--- config.mk ---
export PLATFORM = sky130hd
export DESIGN_NAME = cdc_pulse_feeder_flat
export DESIGN_NICKNAME = d
export VERILOG_FILES = /design/src/rtl/cdc_pulse_feeder_if.sv /design/src/rtl/cdc_pulse_feeder.sv /design/src/flat_wrapper.sv
export SDC_FILE = /design/constraint.sdc
export NUM_CORES = 1
export LEC_CHECK = 0
export ABC_AREA = 0
export CAP_MARGIN = 10
export CORE_MARGIN = 5
export CORE_UTILIZATION = 49
export CTS_CLUSTER_DIAMETER = 60
export DETAILED_ROUTE_END_ITERATION = 7
export HOLD_SLACK_MARGIN = 0.12
export PLACE_DENSITY = 0.75
export SLEW_MARGIN = 20
export SYNTH_ARGS = -nofsm -noshare
export SYNTH_HDL_FRONTEND = slang
export SYNTH_SLANG_ARGS = --single-unit
--- constraint.sdc ---
create_clock -name a_clk -period 3.65 [get_ports a_clk]
set_clock_uncertainty 0.15 [all_clocks]
set_input_delay 0.5475 -clock a_clk [delete_from_list [all_inputs] [get_ports a_clk]]
set_output_delay 0.5475 -clock a_clk [all_outputs]
set_load 0.005 [all_outputs]
--- src/rtl/cdc_pulse_feeder_if.sv ---
// Handshake bundle between an event source, the pulse feeder and the
// downstream cdc_pulse_sync instance. The feeder sits on the slave side.
interface cdc_pulse_feeder_if #(
    parameter int CW = 8
);
    logic          a_event_in;
    logic          a_clear_overflow;
    logic          a_sync_busy;
    logic          a_sync_pulse;
    logic [CW-1:0] a_pending;
    logic          a_full;
    logic          a_overflow;
    logic          a_idle;

    // Event source / downstream side: drives events, clear and busy.
    modport master (
        output a_event_in,
        output a_clear_overflow,
        output a_sync_busy,
        input  a_sync_pulse,
        input  a_pending,
        input  a_full,
        input  a_overflow,
        input  a_idle
    );

    // Feeder side.
    modport slave (
        input  a_event_in,
        input  a_clear_overflow,
        input  a_sync_busy,
        output a_sync_pulse,
        output a_pending,
        output a_full,
        output a_overflow,
        output a_idle
    );
endinterface

--- src/rtl/cdc_pulse_feeder.sv ---
// Pulse feeder for a cdc_pulse_sync instance. Counts incoming one-cycle
// events and issues them one at a time, only when the downstream
// synchroniser reports not busy, so no pulse is ever lost to a busy
// handshake. The downstream cdc_pulse_sync must share a_reset with this
// block so that a reset never leaves a handshake half-finished on one side.
module cdc_pulse_feeder #(
    parameter int CW = 8
) (
    input  logic              a_clk,
    input  logic              a_reset,
    cdc_pulse_feeder_if.slave bus
);

    typedef enum logic [1:0] {
        ST_IDLE  = 2'd0,
        ST_ISSUE = 2'd1,
        ST_WAIT  = 2'd2
    } state_t;

    state_t        r_state;
    state_t        w_state_next;
    logic          r_sync_pulse;
    logic [CW-1:0] r_pending;
    logic          r_overflow;

    logic          w_in_issue;
    logic          w_full;
    logic          w_inc;
    logic          w_dec;
    logic          w_drop;

    assign w_in_issue = (r_state == ST_ISSUE);
    assign w_full     = (r_pending == {CW{1'b1}});

    // An event arriving on the issue cycle cancels against the issued one,
    // so the count is unchanged even when saturated and nothing is dropped.
    assign w_inc  = bus.a_event_in & ~w_in_issue & ~w_full;
    assign w_dec  = w_in_issue & ~bus.a_event_in;
    assign w_drop = bus.a_event_in & ~w_in_issue & w_full;

    // Next-state decode: leave IDLE only when work is queued and the
    // downstream handshake is free; WAIT until the handshake completes.
    always_comb begin
        // NOTE: assign a default before the case so every path drives the
        // signal; a missing branch in combinational logic infers a latch.
        w_state_next = r_state;
        case (r_state)
            ST_IDLE: begin
                if ((r_pending != '0) && !bus.a_sync_busy) begin
                    w_state_next = ST_ISSUE;
                end
            end
            ST_ISSUE: begin
                w_state_next = ST_WAIT;
            end
            ST_WAIT: begin
                if (!bus.a_sync_busy) begin
                    w_state_next = ST_IDLE;
                end
            end
            default: begin
                w_state_next = ST_IDLE;
            end
        endcase
    end

    // State register plus a dedicated pulse flop, so the output pulse has
    // no combinational path from any input.
    always_ff @(posedge a_clk) begin
        if (a_reset) begin
            r_state      <= ST_IDLE;
            r_sync_pulse <= 1'b0;
        end else begin
            // NOTE: clocked state uses non-blocking assignments so every
            // flop samples pre-edge values regardless of statement order.
            r_state      <= w_state_next;
            r_sync_pulse <= (w_state_next == ST_ISSUE);
        end
    end

    // Pending-event counter; saturates at all-ones and never goes below 0
    // because ISSUE is only entered with a non-zero count.
    always_ff @(posedge a_clk) begin
        if (a_reset) begin
            r_pending <= '0;
        end else if (w_inc) begin
            r_pending <= r_pending + CW'(1);
        end else if (w_dec) begin
            r_pending <= r_pending - CW'(1);
        end
    end

    // Sticky drop flag; a drop in the same cycle as a clear keeps it set.
    always_ff @(posedge a_clk) begin
        if (a_reset) begin
            r_overflow <= 1'b0;
        end else if (w_drop) begin
            r_overflow <= 1'b1;
        end else if (bus.a_clear_overflow) begin
            r_overflow <= 1'b0;
        end
    end

    assign bus.a_sync_pulse = r_sync_pulse;
    assign bus.a_pending    = r_pending;
    assign bus.a_full       = w_full;
    assign bus.a_overflow   = r_overflow;
    assign bus.a_idle       = (r_state == ST_IDLE) && (r_pending == '0);

endmodule

--- src/flat_wrapper.sv ---
// flat-port wrapper written by rule: the top's interface ports become plain ports
module cdc_pulse_feeder_flat 
#(
    parameter int CW = 8
)
  (a_clk, a_reset, bus_a_event_in, bus_a_clear_overflow, bus_a_sync_busy, bus_a_sync_pulse, bus_a_pending, bus_a_full, bus_a_overflow, bus_a_idle);
  cdc_pulse_feeder_if #(.CW(CW)) bus_i ();
  input  logic a_clk;
  input  logic a_reset;
  input wire logic [$bits(bus_i.a_event_in)-1:0] bus_a_event_in;
  input wire logic [$bits(bus_i.a_clear_overflow)-1:0] bus_a_clear_overflow;
  input wire logic [$bits(bus_i.a_sync_busy)-1:0] bus_a_sync_busy;
  output wire logic [$bits(bus_i.a_sync_pulse)-1:0] bus_a_sync_pulse;
  output wire logic [$bits(bus_i.a_pending)-1:0] bus_a_pending;
  output wire logic [$bits(bus_i.a_full)-1:0] bus_a_full;
  output wire logic [$bits(bus_i.a_overflow)-1:0] bus_a_overflow;
  output wire logic [$bits(bus_i.a_idle)-1:0] bus_a_idle;
  assign bus_i.a_event_in = bus_a_event_in;
  assign bus_i.a_clear_overflow = bus_a_clear_overflow;
  assign bus_i.a_sync_busy = bus_a_sync_busy;
  assign bus_a_sync_pulse = bus_i.a_sync_pulse;
  assign bus_a_pending = bus_i.a_pending;
  assign bus_a_full = bus_i.a_full;
  assign bus_a_overflow = bus_i.a_overflow;
  assign bus_a_idle = bus_i.a_idle;
  cdc_pulse_feeder #(.CW(CW)) u_core (.a_clk(a_clk), .a_reset(a_reset), .bus(bus_i));
endmodule
==> metrics.md <==
| Metric | Value |
|---|---|
| Synth area leader | dfxtp_1 |
| Switch share | 0.4066 |
| TritonCTS Buffers | 3 |
| CTS max path bufs | 2 |
| Yosys reg bits | 12 |
| Fin Setup TNS | 0 ns |
| # IOs | 17 |
| Kind of critical path | input port to flop |
| Via Count | between 800 and 900 |
| Synth Cell Area | ~820 sq um |
| Post-CTS Resized | 0 |
| Final critical-path share of the clock period | 0.8269 |
| CP endpoint kind | flop |
| Synth top area share | 0.2940 |
| H-Tree Depth | 1 |
| CP max FO | 18 |
| Largest net degree at the start of global routing | 19 |
| Max-Cap Viols | 0 |
| DP HPWL | roughly 1.5 mm |
| Grt total ovfl | 0 |
| Post-CTS Setup Bufs | 0 |
| R2r worst-path depth | 8 |
| Vias in the first global route | between 800 and 900 |
| RePlAce Congestion | between 0.9 and 1 |
| Origin of the critical flop-to-flop path | u_core.bus.a_pending[0] |
| Fmax | approximately 330 MHz |
| Initial antenna violation count | 0 |
| Peak VDD IR | around 330 uV |
| Root buf cell | clkbuf_4 |
| Rows | 14 |
| Outcome | finished clean |
| GR Util met3 | 0.03488 |
| Worst-margin pin slew | about 0.56 ns |
| Clk_lat worst skew | 0.27 ns |
| RSZ-0062 raised after global routing | no |
| Synth-to-Final Area Change | 23.12% |
| Met1 usage | 0.2220 |
| CP required | 3.71 ns |
| R2R Path End | u_core.bus.a_pending[6] |
| Global Route Usage Sum | 0.1750 |
| Net switching power | 256.2 uW |
| R2r setup slk | around 0.70 ns |
| Avg Inst Size Synth | between 8 and 9 sq um |
| CTS tree | yes |
| Post-synth cell types | 39 |
| CTS hold repair buffers | 0 |
| Min Tclk post-route | 3.018 ns |
| Hold Fails Final Rpt | 0 |
| Critical Path AT | 3.08 ns |
| CTS Sinks | 12 |
| Syn nets | approximately 110 |
| Internal Pwr Total | about 370 uW |
| Final Power | around 630 uW |
| Routed Antenna Nets | 0 |
| CP startpoint kind | input port |
| Leakage power | between 0.4 and 0.5 nW |
| Pre-antenna DRT Iters | 4 |
| Total wire length | 1.984 mm |
| Die ar. | about 2600 sq um |
| Share of cells above drive strength 1 | 0.06195 |
| Initial Utilization | 0.5300 |
| DRC violations left | 0 |
| Hold Path Stages | 2 |
| # port buffers | 16 |
| Die width | around 51 microns |
| Post-Synthesis Cells | just under 100 |
| Sequential share of power | 0.328 |
| Worst hold-check path type | flop to flop |
| Register area share after synthesis | 0.2940 |
| Drt initial violations | 19 |
| Layout Utilization | 0.6526 |
| Top cells by area, synth | dfxtp_1 (29%), ha_1 (9.2%), a21oi_1 (4.9%) |
| Slew Viols, Final | 0 |
| Hold endpoint | u_core.bus.a_overflow |
| Global-route wire length before repair | between 3 and 4 mm |
| Worst rel slew slack | 0.6250 |
| Nets | around 130 |
| Core area | around 1500 sq um |
| Power Density | 626.5 nW/um^2 |
| Mean number of vias per cell | between 6 and 7 |
| Endpoints failing setup | 0 |
| Met2 Use GR | 0.2831 |
| Most Crowded Layer GR | met2 |
| Combinational Power Share | 0.538 |
| Per-cell routed wire length | between 15 and 20 microns |
| Die Span Y | between 50 and 60 microns |
| Clock power share | 0.134 |
| Number of antenna diodes | 0 |
| Synth warn | 0 |
| Clk slew on worst S/H paths | about 0.080 ns |
| Hold_sp | u_core.bus.a_overflow |
[per-layer routing]
layer	up-vias	share of wire
li1	415	-
met1	366	0.47
met2	20	0.46
met3	4	0.056
met4	0	0.013
met5	-	0
[Yosys cell counts, drive strengths merged]
master	n
a32o	1
inv	4
fa	1
a32oi	1
or4	1
a211o	1
o21ai	4
a21boi	1
a31o	1
o211a	1
xor2	1
dfxtp	12
buf	2
nor3b	3
nor4	2
nor3	6
or3b	1
nand3	6
o211ai	1
or4b	1
a311oi	1
and3	2
nand2b	1
ha	6
a211oi	3
clkbuf	1
o21a	3
o2111ai	1
o31ai	1
nand3b	1
nor2b	1
nor2	4
a21o	4
nand2	3
a22oi	1
nand4	4
a21oi	9
[flip-flops by register name, summed over array words and instances (netlist names)]
signal                   count
u_core.r_state               2
u_core.bus.a_sync_pulse      1
u_core.bus.a_overflow        1
u_core.bus.a_pending         8
[worst max path at each step]
stage / from / end / slack (ns) / cells after the start
after global routing: bus_a_event_in / u_core.bus.a_pending[6] / 0.48 / 8
after CTS: bus_a_event_in / u_core.bus.a_pending[6] / 0.64 / 8
after global placement: bus_a_event_in / u_core.bus.a_pending[6] / 0.43 / 8
after detailed placement: bus_a_event_in / u_core.bus.a_pending[6] / 0.36 / 8
after floorplan: u_core.bus.a_pending[0] / u_core.bus.a_pending[6] / 1.08 / 9
final: bus_a_event_in / u_core.bus.a_pending[6] / 0.63 / 8
[cell usage in the layout, fill, tap and decap left out, types with 4 or more instances in the layout]
master / Yosys / layout
nor3_1: 6 / 6
clkdlybuf4s50_1: 0 / 16
nand4_1: 4 / 4
nand3_1: 6 / 6
nor2_1: 4 / 4
o21ai_0: 4 / 4
dfxtp_1: 12 / 12
inv_1: 4 / 4
ha_1: 6 / 6
a21oi_1: 8 / 8
[through the flow]
step / area, sq um / std cells / hold slack [ns] / worst slack [ns]
6_report: 1006 / 129 / 0.3523 / 0.6318
5_1_grt: 1006 / 129 / 0.3995 / 0.4777
4_1_cts: 1006 / 129 / 0.3572 / 0.6431
3_5_place_dp: 983.4 / 126 / 0.3392 / 0.3602
3_3_place_gp: 983.4 / 126 / 0.3273 / 0.4298
2_1_floorplan: 817.0 / 97 / 0.3258 / 1.077
[area by class of cell]
cell class / instances / area (sq um)
multi-input combinational: 78 / 548.0
fill: 141 / 535.5
sequential: 12 / 240.2
timing repair buffer: 16 / 160.2
clock buffer: 3 / 22.52
tap: 16 / 20.02
inverter: 4 / 15.01
[power by group through the flow]
stage / combinational [mW] / sequential, mW / clock [mW]
3_5_place_dp: 0.338 / 0.209 / 0
6_report: 0.339 / 0.207 / 0.0847
2_1_floorplan: 0.225 / 0.201 / 0
4_1_cts: 0.341 / 0.206 / 0.0862
5_1_grt: 0.380 / 0.214 / 0.0921
3_3_place_gp: 0.330 / 0.208 / 0
[critical path, cell delays in order]
cell	delay (ns)
clkdlybuf4s50_1	0.51
o211a_1	0.24
inv_1	0.27
ha_1	0.47
o21ai_0	0.15
or4b_1	0.49
a32o_1	0.27
a21oi_2	0.12
[kinds of logic (layout without fill, tap and decap cells)]
kind of cell | count (synthesis) | in the layout | synth area share
xor+xnor | 1 | 1 | 0.01072
simple gates | 36 | 36 | 0.2512
buf+inv | 7 | 23 | 0.03521
flops | 12 | 12 | 0.2940
compound gates | 34 | 34 | 0.2925
fa+ha+maj | 7 | 7 | 0.1164
Power figures use the tool's default switching activity.
